### src/rtl/ex_muldiv_seq.sv
// Multi-cycle RV32M multiply/divide sequencer for the EX stage.
// Two-cycle multiply, 32-iteration restoring divide, stall/done handshake with the pipeline.
module ex_muldiv_seq #(
    parameter int XLEN     = 32,
    parameter int DIV_ITER = 32
) (
    input  logic            clk,
    input  logic            rst,
    input  logic            start,
    input  logic [2:0]      op,
    input  logic [XLEN-1:0] rs1,
    input  logic [XLEN-1:0] rs2,
    input  logic            flush,
    output logic            stall,
    output logic            done,
    output logic [XLEN-1:0] result
);

    localparam logic [2:0] S_IDLE = 3'd0;
    localparam logic [2:0] S_MUL  = 3'd1;
    localparam logic [2:0] S_DIV  = 3'd2;
    localparam logic [2:0] S_FIX  = 3'd3;
    localparam logic [2:0] S_DONE = 3'd4;

    localparam int CW = $clog2(DIV_ITER);

    logic [2:0]      state;
    logic [CW-1:0]   cnt;
    logic [1:0]      op_q;
    logic [XLEN-1:0] a_q, b_q;
    logic [XLEN-1:0] quo_q, rem_q, dvs_q;
    logic            neg_a, neg_b;
    logic [XLEN-1:0] res_q, result_q;

    logic            div_signed, div_zero, div_ovf;
    logic            a_sgn, b_sgn;
    logic [2*XLEN-1:0] a_ext, b_ext, prod;
    logic [XLEN-1:0] mul_res;
    logic [XLEN:0]   shifted, diff;
    logic [XLEN-1:0] q_fix, r_fix;

    always_comb begin
        div_signed = ~op[0];
        div_zero   = (rs2 == '0);
        div_ovf    = div_signed && (rs1 == {1'b1, {(XLEN-1){1'b0}}}) && (rs2 == '1);

        // 33x33 signed product, computed modulo 2^64 on sign-extended operands
        a_sgn   = (op_q == 2'b01) || (op_q == 2'b10);
        b_sgn   = (op_q == 2'b01);
        a_ext   = {{XLEN{a_sgn & a_q[XLEN-1]}}, a_q};
        b_ext   = {{XLEN{b_sgn & b_q[XLEN-1]}}, b_q};
        prod    = a_ext * b_ext;
        mul_res = (op_q == 2'b00) ? prod[XLEN-1:0] : prod[2*XLEN-1:XLEN];

        shifted = {rem_q, quo_q[XLEN-1]};
        diff    = shifted - {1'b0, dvs_q};

        q_fix = (neg_a ^ neg_b) ? -quo_q : quo_q;
        r_fix = neg_a ? -rem_q : rem_q;
    end

    always_ff @(posedge clk or negedge rst) begin
        if (!rst) begin
            state    <= S_IDLE;
            cnt      <= '0;
            op_q     <= '0;
            a_q      <= '0;
            b_q      <= '0;
            quo_q    <= '0;
            rem_q    <= '0;
            dvs_q    <= '0;
            neg_a    <= 1'b0;
            neg_b    <= 1'b0;
            res_q    <= '0;
            result_q <= '0;
        end else if (flush) begin
            state <= S_IDLE;
            cnt   <= '0;
        end else begin
            case (state)
                S_IDLE: if (start) begin
                    op_q  <= op[1:0];
                    a_q   <= rs1;
                    b_q   <= rs2;
                    neg_a <= div_signed & rs1[XLEN-1];
                    neg_b <= div_signed & rs2[XLEN-1];
                    quo_q <= (div_signed & rs1[XLEN-1]) ? -rs1 : rs1;
                    dvs_q <= (div_signed & rs2[XLEN-1]) ? -rs2 : rs2;
                    rem_q <= '0;
                    cnt   <= '0;
                    if (!op[2]) begin
                        state <= S_MUL;
                    end else if (div_zero) begin
                        res_q <= op[1] ? rs1 : '1;
                        state <= S_DONE;
                    end else if (div_ovf) begin
                        res_q <= op[1] ? '0 : rs1;
                        state <= S_DONE;
                    end else begin
                        state <= S_DIV;
                    end
                end
                S_MUL: begin
                    res_q <= mul_res;
                    state <= S_DONE;
                end
                S_DIV: begin
                    rem_q <= diff[XLEN] ? shifted[XLEN-1:0] : diff[XLEN-1:0];
                    quo_q <= {quo_q[XLEN-2:0], ~diff[XLEN]};
                    if (cnt == CW'(DIV_ITER - 1)) begin
                        cnt   <= '0;
                        state <= S_FIX;
                    end else begin
                        cnt <= cnt + 1'b1;
                    end
                end
                S_FIX: begin
                    res_q <= op_q[1] ? r_fix : q_fix;
                    state <= S_DONE;
                end
                S_DONE: begin
                    result_q <= res_q;
                    state    <= S_IDLE;
                end
                default: state <= S_IDLE;
            endcase
        end
    end

    // result is committed on leaving DONE so a flush in the DONE cycle leaves the old value visible
    assign done   = (state == S_DONE) & ~flush;
    assign result = done ? res_q : result_q;
    assign stall  = rst & start & (state != S_DONE) & ~flush;

endmodule

### config.mk
export PLATFORM = sky130hd
export DESIGN_NAME = ex_muldiv_seq
export DESIGN_NICKNAME = d
export VERILOG_FILES = /design/src/rtl/ex_muldiv_seq.sv
export SDC_FILE = /design/constraint.sdc
export NUM_CORES = 2
export LEC_CHECK = 0
export ABC_AREA = 1
export BUFFER_PORTS_ARGS = -buffer_cell sky130_fd_sc_hd__buf_2
export CORE_UTILIZATION = 58
export CTS_CLUSTER_DIAMETER = 80
export DETAILED_ROUTE_END_ITERATION = 10
export HOLD_SLACK_MARGIN = 0.05
export PLACE_DENSITY = 0.83
export SYNTH_ARGS = -nofsm -noshare
export SYNTH_HDL_FRONTEND = slang
export SYNTH_SLANG_ARGS = --single-unit
export TNS_END_PERCENT = 20
### constraint.sdc
create_clock -name clk -period 9.3 [get_ports clk]
set_input_delay 1.86 -clock clk [delete_from_list [all_inputs] [get_ports clk]]
set_output_delay 1.86 -clock clk [all_outputs]
set_load 0.01 [all_outputs]
==> reports/qor.yml <==
cells_and_area:
  area_growth_pct: 4.62
  nFillCells: 8537
  stdcell_area_um2: 59500
  fin_nets: 8997
  drive_above_1_share: 0.0473
  final_cell_mix: "nand2_1, inv_1, fa_1"
  final_common_cell: "nand2_1"
setup_path:
  cp_max_fo: 41
  worstPathRequired_ns: 9.86
  start_kind: "register"
  crit_type: "register to register"
  crit_path_end_kind: "register"
  crit_top_cell: "fa_1"
  cp.arrival_ns: 9.37
  worstRegToRegCells: 28
  critPathSlowestCell: "fa_1"
  ff2ff_setup_slack_ns: 0.49
  max_stage_delay_ns: 0.54
timing:
  hold_viol_final: 0
  fin_crit_ns: 8.81
  setup_ws_ns: 0.487
  fin_crit_sh: 0.948
  final-setup-viol-count: 0
  clock_skew_ns: 0.0341
  holdWs_ns: 0.465
  maxSlewViolCount: 0
  rsz0062_at_grt: "no"
  slew_headroom: 0.279
  clock.fmax_ghz: 0.113
  worst-slew-pin-transition_ns: 1.08
  tns_ns: 0
yosys:
  yosysUniqueCellTypes: 59
  avgSynthCellArea_um2: 7.41
  synthCells: 7668
  synth_edf_count: 0
  yosysSeqAreaShare: 0.103
  synth_flop_cell: "dfrtp_1"
  syn_area_um2: 56800
  ys_ff_latch: 235
  syn_nets: 9118
  ys_warn_count: 0
  synthArstFlopShare: 1.00
placement:
  place_area_um2: 58400
  dp_hpwl_um: 156000
  place_congestion: 1.06
  dp_slack_ns: 0.633
  portBuffers: 104
grt:
  grt_pass1_wl_um: 296000
  antenna_found_initial: 3
  grt_start_max_net_pins: 77
  grt_pass1_vias: 52500
  grt_usage: 0.391
  grt_overflow: 0
routing:
  drt_iter0_markers: 4414
  dr.pass1.iters: 6
  post_drt_wl_per_cell_um: 21.2
  vias_per_cell: 5.67
  drc: 0
  wl_um: 187000
  vias: 50200
  antenna_left: 0
die:
  io_pins: 105
  die_w_um: 315
  fp-row-count: 114
  dieHeight_um: 315
  core_um2: 96900
  initial_utilization: 0.587
  dieArea_um2: 99300
cts:
  cts_resized: 0
  cts-hold-fix-buffers: 0
  cts_tree: "yes"
  clk_path_buf_depth: 3
  htree_levels: 1
  root_buffer: "clkbuf_16"
  clk_latency_ns: 0.64
  cts.clk_slew.worst_paths_ns: 0.06
  post_cts_buffers: 0
  numClockSinks: 235
  cts_buffers: 30
run_status:
  status: "finished clean"
run:
  maxCapViolCount: 0
min_path:
  hold_class: "register to register"
  hold_depth: 2
per-stage QoR:
stage | utilization | instances
finish | 0.614 | 8850
global route | 0.614 | 8847
CTS | 0.614 | 8847
detailed placement | 0.603 | 8791
global placement | 0.603 | 8791
floorplan | - | 7668
metal layers:
layer	up-vias	track usage	routed length, µm
met5	-	0	25
met1	25000	0.497	70300
li1	22200	-	-
met2	2460	0.647	89700
met4	4	0.189	10500
met3	561	0.0696	16700
final timing paths:
| kind | start | endpoint |
|---|---|---|
| max in group asynchronous | rst | a_q[6] |
| worst max register to register | op_q[1] | res_q[11] |
| min in group asynchronous | rst | quo_q[23] |
| worst min register to register | result_q[11] | result_q[11] |
| worst max-delay path | op_q[1] | res_q[11] |
| worst min-delay path | result_q[11] | result_q[11] |
sequential cells by signal, summed over array words and instances, names as in the netlist:
| register | flops |
|---|---|
| a_q | 32 |
| b_q | 32 |
| cnt | 5 |
| dvs_q | 31 |
| neg_a | 1 |
| neg_b | 1 |
| op_q | 2 |
| quo_q | 32 |
| rem_q | 32 |
| res_q | 32 |
| result_q | 32 |
| state | 3 |
worst max-delay path, delay by kind of cell, from the launching register on:
kind | cells | cell delay (ns)
AO/OA/AOI/OAI | 1 | 0.17
buffers and inverters | 6 | 1.29
adder cells (fa/ha/maj) | 10 | 4.54
flip-flops | 1 | 0.38
AND/OR/NAND/NOR | 11 | 2.32
layout make-up:
cell class,instances,area (µm²),share of cell area
diodes,3,7.51,0.000126
clock buffers,41,892,0.0150
clock inverters,15,125,0.00210
inverters,1918,7200,0.121
multi-input cells,5147,42300,0.712
flip-flops and latches,235,5890,0.0990
well taps,1276,1600,0.0268
repair buffers,215,1440,0.0242
cells in the mapped netlist (3+ instances only):
| cell type | count | share of area |
|---|---|---|
| a21boi_0 | 4 | 0.00053 |
| a21o_1 | 9 | 0.0012 |
| a21oi_1 | 232 | 0.020 |
| a22oi_1 | 4 | 0.00053 |
| a31oi_1 | 9 | 0.00099 |
| buf_1 | 18 | 0.0012 |
| buf_2 | 13 | 0.0011 |
| buf_4 | 7 | 0.00092 |
| buf_6 | 3 | 0.00059 |
| clkbuf_1 | 324 | 0.021 |
| dfrtp_1 | 235 | 0.10 |
| fa_1 | 1126 | 0.40 |
| ha_1 | 253 | 0.056 |
| inv_1 | 1903 | 0.13 |
| inv_2 | 12 | 0.00079 |
| nand2_1 | 2072 | 0.14 |
| nand2_2 | 10 | 0.0011 |
| nand3_1 | 274 | 0.024 |
| nand3_2 | 7 | 0.0012 |
| nand3b_1 | 8 | 0.0011 |
| nand4_1 | 57 | 0.0063 |
| nand4_2 | 3 | 0.00066 |
| nor2_1 | 475 | 0.031 |
| nor2_2 | 12 | 0.0013 |
| nor2_4 | 4 | 0.00079 |
| nor3_1 | 47 | 0.0041 |
| nor3_2 | 3 | 0.00053 |
| nor3_4 | 3 | 0.00086 |
| nor4_1 | 11 | 0.0012 |
| o211ai_1 | 35 | 0.0046 |
| o211ai_2 | 6 | 0.0013 |
| o21a_1 | 9 | 0.0012 |
| o21ai_0 | 313 | 0.028 |
| o21ai_1 | 17 | 0.0015 |
| o21bai_1 | 30 | 0.0040 |
| o221ai_1 | 15 | 0.0023 |
| o22ai_1 | 10 | 0.0011 |
| or2_2 | 11 | 0.0012 |
| xnor2_1 | 28 | 0.0043 |
| xor2_1 | 31 | 0.0048 |
logic make-up after synthesis:
group,share of synthesized area
AOI/OAI and AO/OA,0.0686
buffers and inverters,0.152
adders and majority gates,0.452
and+or+nand+nor,0.214
xor gates and xnor gates,0.00909
DFF,0.103
Power is left out: the tool's default activity adds up to more than one toggle a clock period on the data nets, which glitch-free logic cannot reach.
